## src/rtl/mem_arbiter.sv

```systemverilog
// Two-requester round-robin memory arbiter.
// One transaction at a time: IDLE -> ACCESS (one-cycle strobe) -> WAIT (latency
// countdown, read data captured on the last WAIT edge) -> RESP (Ack pulse).
module mem_arbiter #(
    parameter int READ_LATENCY  = 2,
    parameter int WRITE_LATENCY = 1
) (
    input  logic        Clock,
    input  logic        Reset_n,
    input  logic        ReqA,
    input  logic        ReqB,
    input  logic        WeA,
    input  logic        WeB,
    input  logic [31:0] AddrA,
    input  logic [31:0] AddrB,
    input  logic [31:0] WDataA,
    input  logic [31:0] WDataB,
    output logic        AckA,
    output logic        AckB,
    output logic [31:0] RDataA,
    output logic [31:0] RDataB,
    output logic [31:0] MemAddress,
    output logic [31:0] MemWriteData,
    output logic        MemoryRead,
    output logic        MemoryWrite,
    input  logic [31:0] MemReadData,
    output logic        Busy,
    output logic        GrantB
);

    localparam logic [3:0] RD_LAT = 4'(READ_LATENCY);
    localparam logic [3:0] WR_LAT = 4'(WRITE_LATENCY);

    typedef enum logic [1:0] {
        IDLE   = 2'd0,
        ACCESS = 2'd1,
        WAIT   = 2'd2,
        RESP   = 2'd3
    } state_t;

    state_t      r_state;
    state_t      w_state_next;
    logic        r_we;
    logic        r_owner;       // owner of current/last transaction (1 = B)
    logic        r_last_grant;  // round-robin pointer (1 = B granted last)
    logic [3:0]  r_count;
    logic [31:0] r_addr;
    logic [31:0] r_wdata;
    logic [31:0] r_rdata_a;
    logic [31:0] r_rdata_b;

    logic        w_any_req;
    logic        w_winner_b;
    logic        w_wait_done;

    // Round-robin choice: on contention the requester not granted last wins.
    always_comb begin
        w_any_req   = ReqA | ReqB;
        w_winner_b  = (ReqA & ReqB) ? ~r_last_grant : ReqB;
        w_wait_done = (r_count == 4'd1);
    end

    // State register; reset aborts any transaction in flight.
    always_ff @(posedge Clock) begin
        if (!Reset_n) begin
            r_state <= IDLE;
        end else begin
            r_state <= w_state_next;
        end
    end

    // Next-state logic and state-decoded outputs.
    always_comb begin
        w_state_next = r_state;
        MemoryRead   = 1'b0;
        MemoryWrite  = 1'b0;
        AckA         = 1'b0;
        AckB         = 1'b0;
        Busy         = 1'b1;
        case (r_state)
            IDLE: begin
                Busy = 1'b0;
                if (w_any_req) begin
                    w_state_next = ACCESS;
                end
            end
            ACCESS: begin
                MemoryRead   = ~r_we;
                MemoryWrite  = r_we;
                w_state_next = WAIT;
            end
            WAIT: begin
                if (w_wait_done) begin
                    w_state_next = RESP;
                end
            end
            RESP: begin
                AckA         = ~r_owner;
                AckB         = r_owner;
                w_state_next = IDLE;
            end
            default: begin
                w_state_next = IDLE;
            end
        endcase
    end

    // Request latch, latency counter and per-requester read data capture.
    always_ff @(posedge Clock) begin
        if (!Reset_n) begin
            r_we         <= 1'b0;
            r_owner      <= 1'b0;
            r_last_grant <= 1'b1;
            r_count      <= 4'd0;
            r_addr       <= 32'd0;
            r_wdata      <= 32'd0;
            r_rdata_a    <= 32'd0;
            r_rdata_b    <= 32'd0;
        end else begin
            case (r_state)
                IDLE: begin
                    if (w_any_req) begin
                        r_owner      <= w_winner_b;
                        r_last_grant <= w_winner_b;
                        r_we         <= w_winner_b ? WeB    : WeA;
                        r_addr       <= w_winner_b ? AddrB  : AddrA;
                        r_wdata      <= w_winner_b ? WDataB : WDataA;
                    end
                end
                ACCESS: begin
                    r_count <= r_we ? WR_LAT : RD_LAT;
                end
                WAIT: begin
                    r_count <= r_count - 4'd1;
                    if (w_wait_done && !r_we) begin
                        if (r_owner) begin
                            r_rdata_b <= MemReadData;
                        end else begin
                            r_rdata_a <= MemReadData;
                        end
                    end
                end
                default: begin
                end
            endcase
        end
    end

    assign MemAddress   = r_addr;
    assign MemWriteData = r_wdata;
    assign RDataA       = r_rdata_a;
    assign RDataB       = r_rdata_b;
    assign GrantB       = r_owner;

endmodule

```

## config.mk

```make
export PLATFORM = sky130hd
export DESIGN_NAME = mem_arbiter
export DESIGN_NICKNAME = d
export VERILOG_FILES = /design/src/rtl/mem_arbiter.sv
export SDC_FILE = /design/constraint.sdc
export NUM_CORES = 1
export LEC_CHECK = 0
export CORE_ASPECT_RATIO = 0.7
export CORE_MARGIN = 10
export CORE_UTILIZATION = 43
export DETAILED_ROUTE_END_ITERATION = 12
export HOLD_SLACK_MARGIN = 0.03
export PLACE_DENSITY = 0.86
export SLEW_MARGIN = 25
export SYNTH_ARGS = -nofsm -noshare
export SYNTH_HDL_FRONTEND = slang
export SYNTH_SLANG_ARGS = --single-unit
```

## constraint.sdc

```tcl
create_clock -name Clock -period 2.2 [get_ports Clock]
set_input_delay 0.55 -clock Clock [delete_from_list [all_inputs] [get_ports Clock]]
set_output_delay 0.55 -clock Clock [all_outputs]
set_load 0.01 [all_outputs]
```

==> impl_metrics.toml, run 1 <==
[run_status]
outcome = "complete, no violations"

[pwr]
ir_worst_vdd_uv = 610
powerDensity_nw_per_um2 = 1010
leakage_uw = 0.00406

[setup_path]
crit_path_max_incr_delay_ns = 0.38
critPathSlowestCell = "dfxtp_1"
required_ns = 1.65
critPathKind = "flop to output port"
crit_path_max_fanout = 4
endpoint_kind = "output port"
critPathLaunchType = "flop"
crit_chain = "inv_1 > ha_1 > and2_1 > dlygate4sd2_1"
critPathArrivalTime_ns = 1.53

[final_layout]
diodes = 0
fin_area_sq_um = 9550
utilization_pct = 73.0
multi_input_area_sq_um = 2680
area_growth_pct = 66.7
regArea_sq_um = 2740
fillers = 964
nets = 1051
drive_gt1_share_pct = 6.17

[yosys]
synth-xor-area-share_pct = 0
synthArstFlopShare_pct = 0
synth.area.mux_share_pct = 23.2
ys.flop_type = "dfxtp_1"
syn_nets = 765
synth_compound_gate_area_share_pct = 13.1
yosysTopAreaCell = "dfxtp_1"
synth_cell_types = 33
ys_top_cells_by_area = "dfxtp_1 48%, mux2i_1 23%, nand2_1 6.4%"
syn_area_sq_um = 5730
synth_edf_count = 0
synthAdderAreaFrac_pct = 1.53
synthSimpleGateAreaFrac_pct = 8.58
synth.yosys.seq_area_share_pct = 47.9
netlist_instances = 592
ys_seq_elements = 137
synth.avg_cell_area_sq_um = 9.68
synth_top_family_by_area = "multiplexers"
synth_warnings = 0
synth_top_area_share_pct = 47.9

[global_route]
first_global_vias = 5234
grt_start_max_net_pins = 83
gr-usage-met2_pct = 34.9
grt_busiest_layer = "met2"
grt_overflow_total = 0
track_usage_pct = 19.8
grt_pass1_wl_mm = 28.8
antenna_found_initial = 0
use_met1_pct = 22.4
gr-usage-met3_pct = 6.48

[clock_network]
cts_tree = "done"
clock_sinks = 137
post_cts_buffers = 0
cts_max_path_buffers = 2
htreeDepth = 4
worstSkewPairLatency_ns = 0.41
root_buffer = "clkbuf_16"
numCtsBuffers = 17
clk_pin_slew_worst_paths_ns = 0.06

[placed_design]
place_congestion = 0.798
dpl_worst_slack_ns = 0.0880
io_buffers = 299
hpwlAfterDp_mm = 15.0
dpl_cell_area_sq_um = 8930

[sta]
hold_viol_final = 0
fin_crit_sh_pct = 94.3
fmax_ghz = 0.482
worst_slew_pin_slew_ns = 0.344
tns_ns = 0
max_slew_margin_pct = 77.1
finalSetupViolations = 0
rsz0062_at_grt = "false"
fin_crit_ns = 2.08
postLayoutSetupSlackWorst_ns = 0.125
fin_skew_ns = 0.0145
whs_ns = 0.458
drv_slew = 0

[drt]
wl_per_cell_um = 18.4
drtIter0Drc = 286
routed_wl_mm = 19.5
vias = 5223
antenna_left = 0
first_pass_iters = 6
viasPerCell = 4.94
remaining_drc_errors = 0

[flow_run]
cap_violations = 0

[die]
top_level_ports = 300
fp.dieH_um = 117
die_x_um = 158
rows = 35
initial_core_util_pct = 43.8
die-area_sq_um = 18400
core_area_sq_um = 13100

[hold_path]
hp-class = "flop to flop"
[Yosys cell counts (2+ instances only)]
cell type,n
a21oi_1,68
nand2_1,98
nor2b_1,3
dfxtp_1,137
buf_1,3
nor3b_1,2
buf_2,4
mux2i_1,133
buf_4,3
ha_1,7
o21ai_0,69
clkbuf_1,27
o21a_1,2
inv_1,6
buf_6,9
and2_1,2
buf_8,3
[routing by layer]
metal,wire length [um],share of wire [%],vias to the layer above
met2,9730,50,186
li1,-,-,2624
met1,7890,41,2393
met5,0,0,-
met3,1570,8.1,20
met4,266,1.4,0
[placed cells by master, fill, tap and decap left out, types with 2 or more instances in the layout]
cell / n
a21oi_1: 68
clkbuf_16: 17
ha_1: 6
mux2i_1: 133
inv_1: 6
nand2_1: 98
clkinv_2: 2
and2_1: 2
clkdlybuf4s50_1: 293
o21ai_0: 69
clkinv_4: 3
inv_6: 2
clkinvlp_4: 3
buf_4: 5
bufinv_16: 4
nor2b_1: 3
nor3b_1: 2
dfxtp_1: 137
buf_12: 13
dlygate4sd2_1: 5
[where the power goes]
group,internal [uW],switching [uW]
combinational,1770,1600
sequential,3000,283
clock,1910,1120
[critical path, delay by kind of cell (launching register included)]
kind / cells / cell delay [ns]
flops: 1 / 0.38
buf+inv: 2 / 0.40
fa+ha+maj: 1 / 0.20
simple gates: 1 / 0.16
[kinds of logic after synthesis]
logic type,after synthesis
adders and majority gates,7
buffers and inverters,55
DFF,137
AOI/OAI and AO/OA,145
muxes,133
and+or+nand+nor,115
[through the flow]
stage / total power (uW) / cells
floorplan: 4870 / 592
global placement: 6650 / 1025
detailed placement: 6720 / 1025
CTS: 9760 / 1057
global route: 10200 / 1057
finish: 9680 / 1057
[flip-flops by register name, indices dropped and copies added, names as in the netlist]
signal / count
r_we: 1
GrantB: 1
MemWriteData: 32
RDataB: 32
r_last_grant: 1
MemAddress: 32
r_state: 2
RDataA: 32
r_count: 4
[layout make-up]
type	count	share of cell area (%)
sequential	137	28.7
clock inverter	14	2.06
clock buffer	18	4.49
multi-input combinational	400	28.1
inverter	6	0.236
timing repair buffer	316	34.3
tap	166	2.17
[what timing repair did]
| action | 4_1_cts | 5_1_grt |
|---|---|---|
| gates resized for setup | 6 | 0 |
| hold buffers | 0 | 0 |
| setup endpoints to repair | 5 | 0 |
[final timing paths]
path	startpoint	endpoint	slack [ns]	cells past startpoint
hold reg to reg	RDataB[3]	RDataB[3]	0.46	2
setup / recovery	r_state[1]	MemoryWrite	0.12	4
setup reg to reg	r_state[0]	RDataA[23]	0.59	5
hold / removal	RDataB[3]	RDataB[3]	0.46	2
(Power assumes the default switching activity.)
==> inputs of run 2 (changes only) <==
--- a/config.mk
+++ b/config.mk
@@ -7,10 +7,10 @@
 export LEC_CHECK = 0
 export CORE_ASPECT_RATIO = 0.7
 export CORE_MARGIN = 10
-export CORE_UTILIZATION = 43
+export CORE_UTILIZATION = 36
 export DETAILED_ROUTE_END_ITERATION = 12
 export HOLD_SLACK_MARGIN = 0.03
-export PLACE_DENSITY = 0.86
+export PLACE_DENSITY = 0.77
 export SLEW_MARGIN = 25
 export SYNTH_ARGS = -nofsm -noshare
 export SYNTH_HDL_FRONTEND = slang
==> constraint.sdc (replaced) <==
create_clock -name Clock -period 1.8 [get_ports Clock]
set_input_delay 0.45 -clock Clock [delete_from_list [all_inputs] [get_ports Clock]]
set_output_delay 0.45 -clock Clock [all_outputs]
set_load 0.01 [all_outputs]
==> impl_metrics.toml, run 2 (synthesis results as in run 1) <==
[placed_design]
hpwlAfterDp_mm = 15.1
dpl_worst_slack_ns = -0.234
io_buffers = 299
place_congestion = 0.794

[final_layout]
nets = 1067
final_common_cell = "clkdlybuf4s50_1"
utilization_pct = 62.6
area_growth_pct = 69.8
regArea_sq_um = 2750
multi_input_area_sq_um = 2680
diodes = 0
fillers = 1312
drive_gt1_share_pct = 8.82
most-common-layout-cells = "235 x clkdlybuf4s50_1, 135 x dfxtp_1, 133 x mux2i_1"

[die]
fp.dieH_um = 126
rows = 38
core_area_sq_um = 15500
initial_core_util_pct = 36.9
die_x_um = 171
top_level_ports = 300
die-area_sq_um = 21400

[clock_network]
clk_pin_slew_worst_paths_ns = 0.06
cts_max_path_buffers = 2
root_buffer = "clkbuf_16"
htreeDepth = 4
numCtsBuffers = 17
cts_tree = "done"
worstSkewPairLatency_ns = 0.41
clock_sinks = 137

[pwr]
leakage_uw = 0.00488
powerDensity_nw_per_um2 = 1210
ir_worst_vdd_uv = 674

[drt]
wl_per_cell_um = 17.9
first_pass_iters = 4
remaining_drc_errors = 0
antenna_left = 0
viasPerCell = 4.79
drtIter0Drc = 401
vias = 5303
routed_wl_mm = 19.8

[global_route]
grt_pass1_wl_mm = 30.0
grt_overflow_total = 0
first_global_vias = 5216
antenna_found_initial = 0
track_usage_pct = 17.5
grt_start_max_net_pins = 59

[flow_run]
cap_violations = 0

[setup_path]
crit_path_max_incr_delay_ns = 0.57
endpoint_kind = "output port"
crit_chain = "clkdlybuf4s50_1"
required_ns = 1.35
critPathLaunchType = "flop"
critPathArrivalTime_ns = 1.31
critPathSlowestCell = "clkdlybuf4s50_1"
critPathTopFamily = "buffers and inverters"
critPathKind = "flop to output port"
crit_path_max_fanout = 2
path_buf_inv = 1

[sta]
postLayoutSetupSlackWorst_ns = 0.0386
finalSetupViolations = 0
hold_viol_final = 0
worst_slew_pin_slew_ns = 0.314
drv_slew = 0
fmax_ghz = 0.568
fin_crit_ns = 1.76
fin_skew_ns = 0.00948
max_slew_margin_pct = 79.0
fin_crit_sh_pct = 97.9

[run_status]
outcome = "complete, no violations"

[hold_path]
hp-class = "primary input to flop"
==> run 2: cell types whose count changed in the layout (fill, tap and decap cells not counted), sizes merged <==
cell	change
buf	+21
bufinv	-1
clkdlybuf4s50	-58
clkinv	-1
clkinvlp	+2
dlygate4sd2	+9
dlymetal6s2s	+44
==> run 2: final timing paths <==
check / start / end / slack (ns) / cells past startpoint
min: Reset_n / r_state[0] / 0.44 / 3
max reg2reg: r_state[0] / RDataA[21] / 0.22 / 6
max: MemAddress[15] / MemAddress[15] / 0.04 / 1
min reg2reg: RDataA[30] / RDataA[30] / 0.45 / 2
==> run 2: final cells by class <==
cell class	instances	share of cell area (%)
timing repair buffer	332	35.1
multi-input combinational	400	27.5
clock inverter	14	1.77
clock buffer	18	4.51
inverter	6	0.232
tap	200	2.57
sequential	137	28.2
==> run 2: layer usage <==
metal / track usage, % / routed length (um) / up-vias
li1: - / - / 2656
met1: 20.8 / 8310 / 2444
met2: 29.2 / 9600 / 186
met3: 6.95 / 1640 / 17
met4: 3.86 / 216 / 0
met5: 0 / 0 / -
==> run 2: stage by stage <==
stage / power (uW) / instances / hold slack [ns] / cell area [sq um] / setup TNS [ns]
6_report: 11800 / 1107 / 0.442 / 9730 / 0
5_1_grt: 12400 / 1107 / 0.446 / 9730 / -0.00778
4_1_cts: 11900 / 1107 / 0.428 / 9620 / 0
3_5_place_dp: 8290 / 1074 / 0.451 / 9040 / -10.08
3_3_place_gp: 8240 / 1074 / 0.444 / 9040 / -7.84
2_1_floorplan: 5960 / 592 / 0.471 / 5730 / 0
==> run 2: what timing repair did <==
action                     in CTS  in global routing
pin swaps                       0                  0
hold buffers                    0                  0
gates resized for setup        35                 47
setup endpoints to repair      19                 47
buffers inserted                1                  0
==> run 2: report_power, final <==
part / internal [uW] / leakage (uW) / switching, uW
registers: 3670 / 0.00112 / 335
clock network: 2220 / 0.000285 / 1400
logic: 2130 / 0.00348 / 1990
total: 8020 / 0.00488 / 3730
==> run 2: worst min-delay path: stages <==
cell and delay, ns:
buf_4 0.21, o31ai_1 0.10, a21oi_1 0.04
==> inputs of run 3 (changes only) <==
--- a/config.mk
+++ b/config.mk
@@ -5,12 +5,15 @@
 export SDC_FILE = /design/constraint.sdc
 export NUM_CORES = 1
 export LEC_CHECK = 0
+export CELL_PAD_IN_SITES_DETAIL_PLACEMENT = 0
+export CELL_PAD_IN_SITES_GLOBAL_PLACEMENT = 1
 export CORE_ASPECT_RATIO = 0.7
 export CORE_MARGIN = 10
-export CORE_UTILIZATION = 36
+export CORE_UTILIZATION = 26
 export DETAILED_ROUTE_END_ITERATION = 12
+export GPL_TIMING_DRIVEN = 1
 export HOLD_SLACK_MARGIN = 0.03
-export PLACE_DENSITY = 0.77
+export PLACE_DENSITY_LB_ADDON = 0.1
 export SLEW_MARGIN = 25
 export SYNTH_ARGS = -nofsm -noshare
 export SYNTH_HDL_FRONTEND = slang
==> impl_metrics.toml, run 3 (synthesis results as in run 1) <==
[run_status]
outcome = "complete, no violations"

[placed_design]
dp.cells = 1158
hpwlAfterDp_mm = 16.6
place_congestion = 0.752
io_buffers = 299

[final_layout]
finalNonFillerCells = 1189
nets = 1068
area_growth_pct = 74.8
final_common_cell = "clkdlybuf4s50_1"
most-common-layout-cells = "215 x clkdlybuf4s50_1, 134 x dfxtp_1, 133 x mux2i_1"
drive_gt1_share_pct = 9.05

[drt]
wl_per_cell_um = 18.4
vias = 5308
viasPerCell = 4.46
first_pass_iters = 4
routed_wl_mm = 21.9
remaining_drc_errors = 0
antenna_left = 0
drtIter0Drc = 255

[hold_path]
min_path_cells = 2
hp-class = "flop to flop"

[setup_path]
crit-reg2reg-capture = "RDataA[17]"
endpoint_kind = "output port"
rrSetupSlack_ns = 0.20
crit_path_max_fanout = 7
required_ns = 1.35
critPathKind = "flop to output port"
critPathArrivalTime_ns = 1.34
rr_worst_depth = 6
rr_startpoint = "r_state[0]"
startpoint = "r_state[0]"
cp-endpoint = "Busy"
critPathLaunchType = "flop"

[clock_network]
cts_hold_buffers = 0
clk_pin_slew_worst_paths_ns = 0.06
worstSkewPairLatency_ns = 0.41
cts-resized-gates = 37
root_buffer = "clkbuf_16"
cts_tree = "done"
htreeDepth = 4
clock_sinks = 137
cts_max_path_buffers = 2
post_cts_buffers = 0
numCtsBuffers = 17

[sta]
tns_ns = 0
hold_viol_final = 0
rsz0062_at_grt = "true"
drv_slew = 0
max_slew_margin_pct = 74.2
finalSetupViolations = 0
fin_crit_ns = 1.79
fin_skew_ns = 0.0106
fmax_ghz = 0.558
fin_crit_sh_pct = 99.5
worst_slew_pin_slew_ns = 0.388

[global_route]
grt_overflow_total = 0
grt_start_max_net_pins = 43
antenna_found_initial = 1
track_usage_pct = 14.9
grt_pass1_wl_mm = 32.9
first_global_vias = 5573

[die]
rows = 45
fp.dieH_um = 144
initial_core_util_pct = 26.4
core_area_sq_um = 21700
die_x_um = 197
die-area_sq_um = 28500
top_level_ports = 300

[pwr]
leakage_uw = 0.00528
ir_worst_vdd_uv = 637
powerDensity_nw_per_um2 = 1210

[flow_run]
cap_violations = 0
-- run 3: cell types whose count changed in the layout (fill, tap and decap cells not counted), sizes merged --
cell and change:
bufinv +2, clkdlybuf4s15 +1, clkdlybuf4s50 -20, clkinv +3
clkinvlp -5, diode +1, dlygate4sd2 +1, dlymetal6s2s +19
inv -2
-- run 3: where the power goes --
part	switching, uW	internal [uW]
logic	2060	2200
registers	331	3670
clock network	1370	2480
total	3760	8350
-- run 3: stage by stage --
step	area [sq um]	hold WS [ns]	worst slack, ns	power [uW]	util, %
CTS	9820	0.460	-0.0411	12300	45.3
detailed placement	9220	0.453	-0.159	8410	42.5
finish	10000	0.459	0.00928	12100	46.2
global placement	9220	0.445	-0.145	8300	42.5
global route	10000	0.480	-0.0486	12900	46.2
floorplan	5730	0.471	0.348	5960	-
-- run 3: cell type report --
type / instances / area [sq um]
Tap cell: 282 / 353
Clock inverter: 12 / 200
Inverter: 6 / 22.5
Clock buffer: 18 / 439
Multi-Input combinational cell: 400 / 2710
Fill cell: 2023 / 11700
Timing Repair Buffer: 333 / 3540
Antenna cell: 1 / 2.50
Sequential cell: 137 / 2750
-- run 3: critical path, cell delays in order (launching register included) --
cell	delay, ns
dfxtp_2	0.37
inv_1	0.10
ha_4	0.19
inv_1	0.05
clkdlybuf4s15_2	0.23
-- run 3: worst min path at each step --
stage                     startpoint  slack, ns            to
after floorplan           r_state[1]       0.47    r_state[1]
after global placement     RDataB[6]       0.44     RDataB[6]
after detailed placement   RDataA[9]       0.45     RDataA[9]
after CTS                    Reset_n       0.46  r_last_grant
after global routing         Reset_n       0.48    r_count[2]
final                     RDataA[13]       0.46    RDataA[13]
-- run 3: routing by layer --
layer	up-vias	share of wire, %	track usage [%]
li1	2671	-	-
met1	2464	40	16.4
met2	162	51	26.3
met3	11	8.0	5.66
met4	0	0.92	4.11
met5	-	0	0
